--- src/rtl/vga_scanout.sv ---
// vga_scanout: 640x480@60 timing with a framebuffer-backed grey image.
// Ports: clk/rst, enable, image_select, mem_* (1-cycle read), hsync/vsync,
// rgb_out, frame_start. Optional SCANOUT_BORDER_EN: white ring around image.
module vga_scanout #(
  parameter int IMG_W = 256,
  parameter int IMG_H = 256,
  parameter int X0    = 192,
  parameter int Y0    = 112,
  parameter int AW    = 16,
  parameter int BASE0 = 0,
  parameter int BASE1 = 16384
) (
  input  logic          clk,
  input  logic          rst,
  input  logic          enable,
  input  logic          image_select,
  output logic [AW-1:0] mem_addr,
  output logic          mem_rd_en,
  input  logic [31:0]   mem_rdata,
  output logic          hsync,
  output logic          vsync,
  output logic [23:0]   rgb_out,
  output logic          frame_start
);

  localparam logic [31:0] XL = 32'(X0);
  localparam logic [31:0] XR = 32'(X0 + IMG_W);
  localparam logic [31:0] YT = 32'(Y0);
  localparam logic [31:0] YB = 32'(Y0 + IMG_H);
  localparam logic [31:0] WQ = 32'(IMG_W / 4);

  logic [9:0]    hc, vc;
  logic          en_lat, sel_lat;
  logic          en_cur, sel_cur;
  logic          at_org, vis, in_img;
  logic [31:0]   h, v, dx, dy;
  logic [31:0]   base_cur, offset;
  logic [AW-1:0] addr_calc, addr_q;

  logic          show1, hs1, vs1, fs1;
  logic [1:0]    lane1;
  logic [7:0]    pixel;
  logic [23:0]   rgb_next;

  assign at_org = (hc == 10'd0) && (vc == 10'd0);

  // Frame controls take effect from pixel (0,0) itself.
  assign en_cur  = at_org ? enable : en_lat;
  assign sel_cur = at_org ? image_select : sel_lat;

  assign h   = 32'(hc);
  assign v   = 32'(vc);
  assign vis = (hc < 10'd640) && (vc < 10'd480);

  assign in_img = (h >= XL) && (h < XR) &&
                  (v >= YT) && (v < YB);

  assign dx       = h - XL;
  assign dy       = v - YT;
  assign base_cur = sel_cur ? 32'(BASE1) : 32'(BASE0);
  assign offset   = dy * WQ + (dx >> 2);
  assign addr_calc = AW'(base_cur + offset);

  assign mem_rd_en = rst & in_img & en_cur;
  assign mem_addr  = mem_rd_en ? addr_calc : addr_q;

  always_ff @(posedge clk or negedge rst) begin
    if (!rst) begin
      hc      <= '0;
      vc      <= '0;
      en_lat  <= 1'b0;
      sel_lat <= 1'b0;
      addr_q  <= '0;
    end else begin
      en_lat  <= en_cur;
      sel_lat <= sel_cur;
      addr_q  <= mem_addr;
      if (hc == 10'd799) begin
        hc <= '0;
        vc <= (vc == 10'd524) ? 10'd0 : vc + 10'd1;
      end else begin
        hc <= hc + 10'd1;
      end
    end
  end

  assign pixel = mem_rdata[{lane1, 3'b000} +: 8];

`ifdef SCANOUT_BORDER_EN
  logic ring, bord1;

  assign ring = (h + 32'd1 >= XL) && (h <= XR) &&
                (v + 32'd1 >= YT) && (v <= YB) &&
                !in_img;

  always_ff @(posedge clk or negedge rst) begin
    if (!rst) bord1 <= 1'b0;
    else      bord1 <= ring & en_cur & vis;
  end

  always_comb begin
    rgb_next = '0;
    unique case (1'b1)
      show1:   rgb_next = {3{pixel}};
      bord1:   rgb_next = 24'hFFFFFF;
      default: rgb_next = '0;
    endcase
  end
`else
  always_comb begin
    rgb_next = '0;
    if (show1) rgb_next = {3{pixel}};
  end
`endif

  always_ff @(posedge clk or negedge rst) begin
    if (!rst) begin
      show1       <= 1'b0;
      lane1       <= 2'd0;
      hs1         <= 1'b1;
      vs1         <= 1'b1;
      fs1         <= 1'b0;
      hsync       <= 1'b1;
      vsync       <= 1'b1;
      frame_start <= 1'b0;
      rgb_out     <= '0;
    end else begin
      show1       <= mem_rd_en & vis;
      lane1       <= dx[1:0];
      hs1         <= !((hc >= 10'd656) && (hc <= 10'd751));
      vs1         <= !((vc >= 10'd490) && (vc <= 10'd491));
      fs1         <= at_org;
      hsync       <= hs1;
      vsync       <= vs1;
      frame_start <= fs1;
      rgb_out     <= rgb_next;
    end
  end

endmodule

--- config.mk ---
export PLATFORM = sky130hd
export DESIGN_NAME = vga_scanout
export DESIGN_NICKNAME = d
export VERILOG_FILES = /design/src/rtl/vga_scanout.sv
export SDC_FILE = /design/constraint.sdc
export NUM_CORES = 1
export LEC_CHECK = 0
export ABC_AREA = 1
export CAP_MARGIN = 20
export CORE_MARGIN = 2
export CORE_UTILIZATION = 55
export CTS_CLUSTER_DIAMETER = 40
export DETAILED_ROUTE_END_ITERATION = 12
export GPL_TIMING_DRIVEN = 0
export PLACE_DENSITY = 0.95
export SLEW_MARGIN = 20
export SYNTH_ARGS = -nofsm -noshare
export SYNTH_HDL_FRONTEND = slang
export SYNTH_SLANG_ARGS = --single-unit
--- constraint.sdc ---
create_clock -name clk -period 9.4 [get_ports clk]
set_input_delay 1.41 -clock clk [delete_from_list [all_inputs] [get_ports clk]]
set_output_delay 1.41 -clock clk [all_outputs]
set_load 0.02 [all_outputs]
==> results.sh <==
export IMPL_post_route_drc_count=0
export IMPL_drt_iter0_drc=188
export IMPL_crit_reg2reg_launch="vc[0]"
export IMPL_synth_area_um2=3577
export IMPL_cts_buffer_depth=2
export IMPL_setup_violations=0
export IMPL_post_synth_top_area_cell="dfrtp_1"
export IMPL_area_growth_pct=27.53
export IMPL_max_cap_violations=0
export IMPL_worstSetupPathType="input port to primary output"
export IMPL_ioPinCount=80
export IMPL_ant_nets=0
export IMPL_final_hold_viol_count=0
export IMPL_wl_per_cell_um=14.67
export IMPL_r2r_end="addr_q[15]"
export IMPL_final_area_um2=4562
export IMPL_dp_hpwl_um=7125
export IMPL_drv_slew=0
export IMPL_cp_start_kind="input port"
export IMPL_root_buffer="clkbuf_8"
export IMPL_cts_hold_buffers=0
export IMPL_outcome="completed"
export IMPL_power_per_cell_area_nw_per_um2=89.37
export IMPL_fin_crit_ps=5743
export IMPL_worstPathRequired_ps=7990
export IMPL_grt_pass1_wl_um=15570
export IMPL_die_h_um=84.65
export IMPL_cts_buffers=5
export IMPL_max_slew_margin_pct=53.31
export IMPL_cts_tree="yes"
export IMPL_leakage_nw=2.325
export IMPL_skew_ps=14.87
export IMPL_ys_top_cells_by_area="dfrtp_1 36%, nand2_1 12%, ha_1 9.1%"
export IMPL_worstMarginPinSlew_ps=700.4
export IMPL_final_util_pct=72.26
export IMPL_vias=3458
export IMPL_irDropWorstVdd_uv=70.16
export IMPL_yosys_cell_types_count=32
export IMPL_antenna_found_initial=0
export IMPL_clk_latency_ps=310
export IMPL_core_area_um2=6314
export IMPL_diodes=0
export IMPL_cts_setup_buffers=0
export IMPL_ys_seq_area_share_pct=38.61
export IMPL_ys_ff_latch=55
export IMPL_synth_ff_type="dfrtp_1"
export IMPL_fmax_ghz=0.1741
export IMPL_die_w_um=84.65
export IMPL_reg2reg_depth=24
export IMPL_rsz0062_at_grt="no"
export IMPL_num_rows=29
export IMPL_crit_start="image_select"
export IMPL_dieArea_um2=7165
export IMPL_cp_end_kind="primary output"
export IMPL_fin_crit_sh_pct=61.09
export IMPL_hold_class="register to register"
export IMPL_final_nets=622
export IMPL_cts_resized_gates=0
export IMPL_synth_top_area_share_pct=35.68
export IMPL_grt_start_max_net_pins=57
export IMPL_fillers=440
export IMPL_r2r_slack_ps=6060
export IMPL_timing_setup_tns_ps=0
export IMPL_htree_levels=2
export IMPL_worstPathMaxFanout=4
export IMPL_routed_wl_um=9333
export IMPL_yosysWarnings=0
export IMPL_gp_routability_congestion=0.8859
export IMPL_grt_overflow_total=0
export IMPL_critical_path_arrival_ps=4330
export IMPL_numPortBuffers=79
export IMPL_syn_avg_cell_area_um2=7.579
export IMPL_syn_nets=536
export IMPL_synth_edf_count=0
export IMPL_viasPerCell=5.437
export IMPL_clkSlewWorstSetupHoldPaths_ps=80
export IMPL_grt_pass1_vias=3504
export IMPL_critPathCapture="mem_addr[15]"
export IMPL_synthCells=472
export IMPL_firstDrtPassIters=4
export IMPL_drive_gt1_share_pct=9.481
export IMPL_postSynth_asyncResetShare_pct=100.0
export IMPL_track_usage_pct=26.57
export IMPL_dpl_cell_area_um2=4462
export IMPL_start_util_pct=56.66
export IMPL_cts_sinks=55
export IMPL_p_total_uw=407.7
## kinds of logic after synthesis
| logic type | Yosys count | share of synthesized area, % |
|---|---|---|
| simple gates | 246 | 30.43 |
| buf+inv | 82 | 11.02 |
| flops | 55 | 38.61 |
| compound gates | 52 | 7.520 |
| fa+ha+maj | 28 | 10.21 |
| xor+xnor | 9 | 2.204 |
## synthesized netlist by cell type (3+ instances only)
cell,instances
dfstp_2,4
dfrtp_1,51
nor2_1,65
nand2_4,3
o21ai_0,29
buf_4,18
buf_2,3
nor2_2,3
nor3_1,7
nand3_1,34
nand2_1,115
xor2_1,9
a21oi_1,18
inv_2,5
clkbuf_1,3
nand4_1,10
ha_1,26
inv_1,51
## sequential cells by signal (all words and copies together), names as in the netlist
register and cells:
vc 10, hs1 1, fs1 1, vsync 1, vs1 1, hsync 1, hc 10, addr_q 16
frame_start 1, en_lat 1, show1 1, lane1 2, sel_lat 1, rgb_out 8
## power breakdown
group | internal [mW] | switching [mW] | total, mW
clock | 0.0674 | 0.0755 | 0.143
combinational | 0.0155 | 0.0121 | 0.0276
sequential | 0.237 | 0.000264 | 0.237
## layout make-up
type                       instances  area, um2  share of cell area, %
inverter                          56      210.2                  4.608
timing repair buffer              79      788.3                  17.28
tap                               77      96.34                  2.112
multi-input combinational        335       1802                  39.50
clock buffer                       8      100.1                  2.194
sequential                        55       1381                  30.28
buffer                            26      183.9                  4.032
## metrics by stage
step                std cells  setup slack (ps)  hold slack, ps
finish                    636              3657           358.5
global route              636              3428           367.5
global placement          628              2618           332.6
floorplan                 472              4872           331.2
detailed placement        628              3695           345.1
CTS                       636              3659           359.6
## metal layers
metal	track usage, %	vias to the layer above	wire (um)
met1	32.57	1641	3852
met3	4.916	32	532
met2	46.53	123	4637
met4	9.957	0	311
met5	0	-	0
li1	-	1662	-
## critical path, stage by stage
cell,delay [ps]
clkdlybuf4s50_1,480
nand2_1,60
nand2_1,70
inv_1,60
fa_1,530
inv_1,40
ha_1,340
nand2_1,90
inv_1,60
nand2_1,40
and2_1,130
nand2_1,90
nand3_1,80
nand2_1,80
nand2_1,50
nand2_1,100
clkdlybuf4s50_1,620
## placed cells by master (no fill, tap or decap)
master	synthesis	layout
a21boi_0	1	1
a21oi_1	18	18
and2_1	1	1
buf_2	3	3
buf_4	18	19
buf_6	2	2
clkbuf_1	3	4
clkbuf_8	0	7
clkdlybuf4s50_1	0	78
dfrtp_1	51	51
dfstp_2	4	4
fa_1	2	2
ha_1	26	26
inv_1	51	51
inv_2	5	5
nand2_1	115	115
nand2_2	2	2
nand2_4	3	3
nand2b_1	1	1
nand3_1	34	34
nand3_2	1	1
nand3_4	1	1
nand4_1	10	10
nand4_2	1	1
nor2_1	65	65
nor2_2	3	3
nor2_4	1	1
nor3_1	7	7
nor3_4	1	1
o2111ai_1	1	1
o21a_1	1	1
o21ai_0	29	29
o21ai_1	2	2
xor2_1	9	9
## worst min path at each step
stage,cells after the start,slack [ps],from,to
2_1_floorplan,0,330,fs1,frame_start
3_3_place_gp,0,330,fs1,frame_start
3_5_place_dp,0,350,fs1,frame_start
4_1_cts,0,360,hs1,hsync
5_1_grt,0,370,vs1,vsync
6_report,0,360,hs1,hsync
No activity file was read; power rests on OpenSTA's default activity.
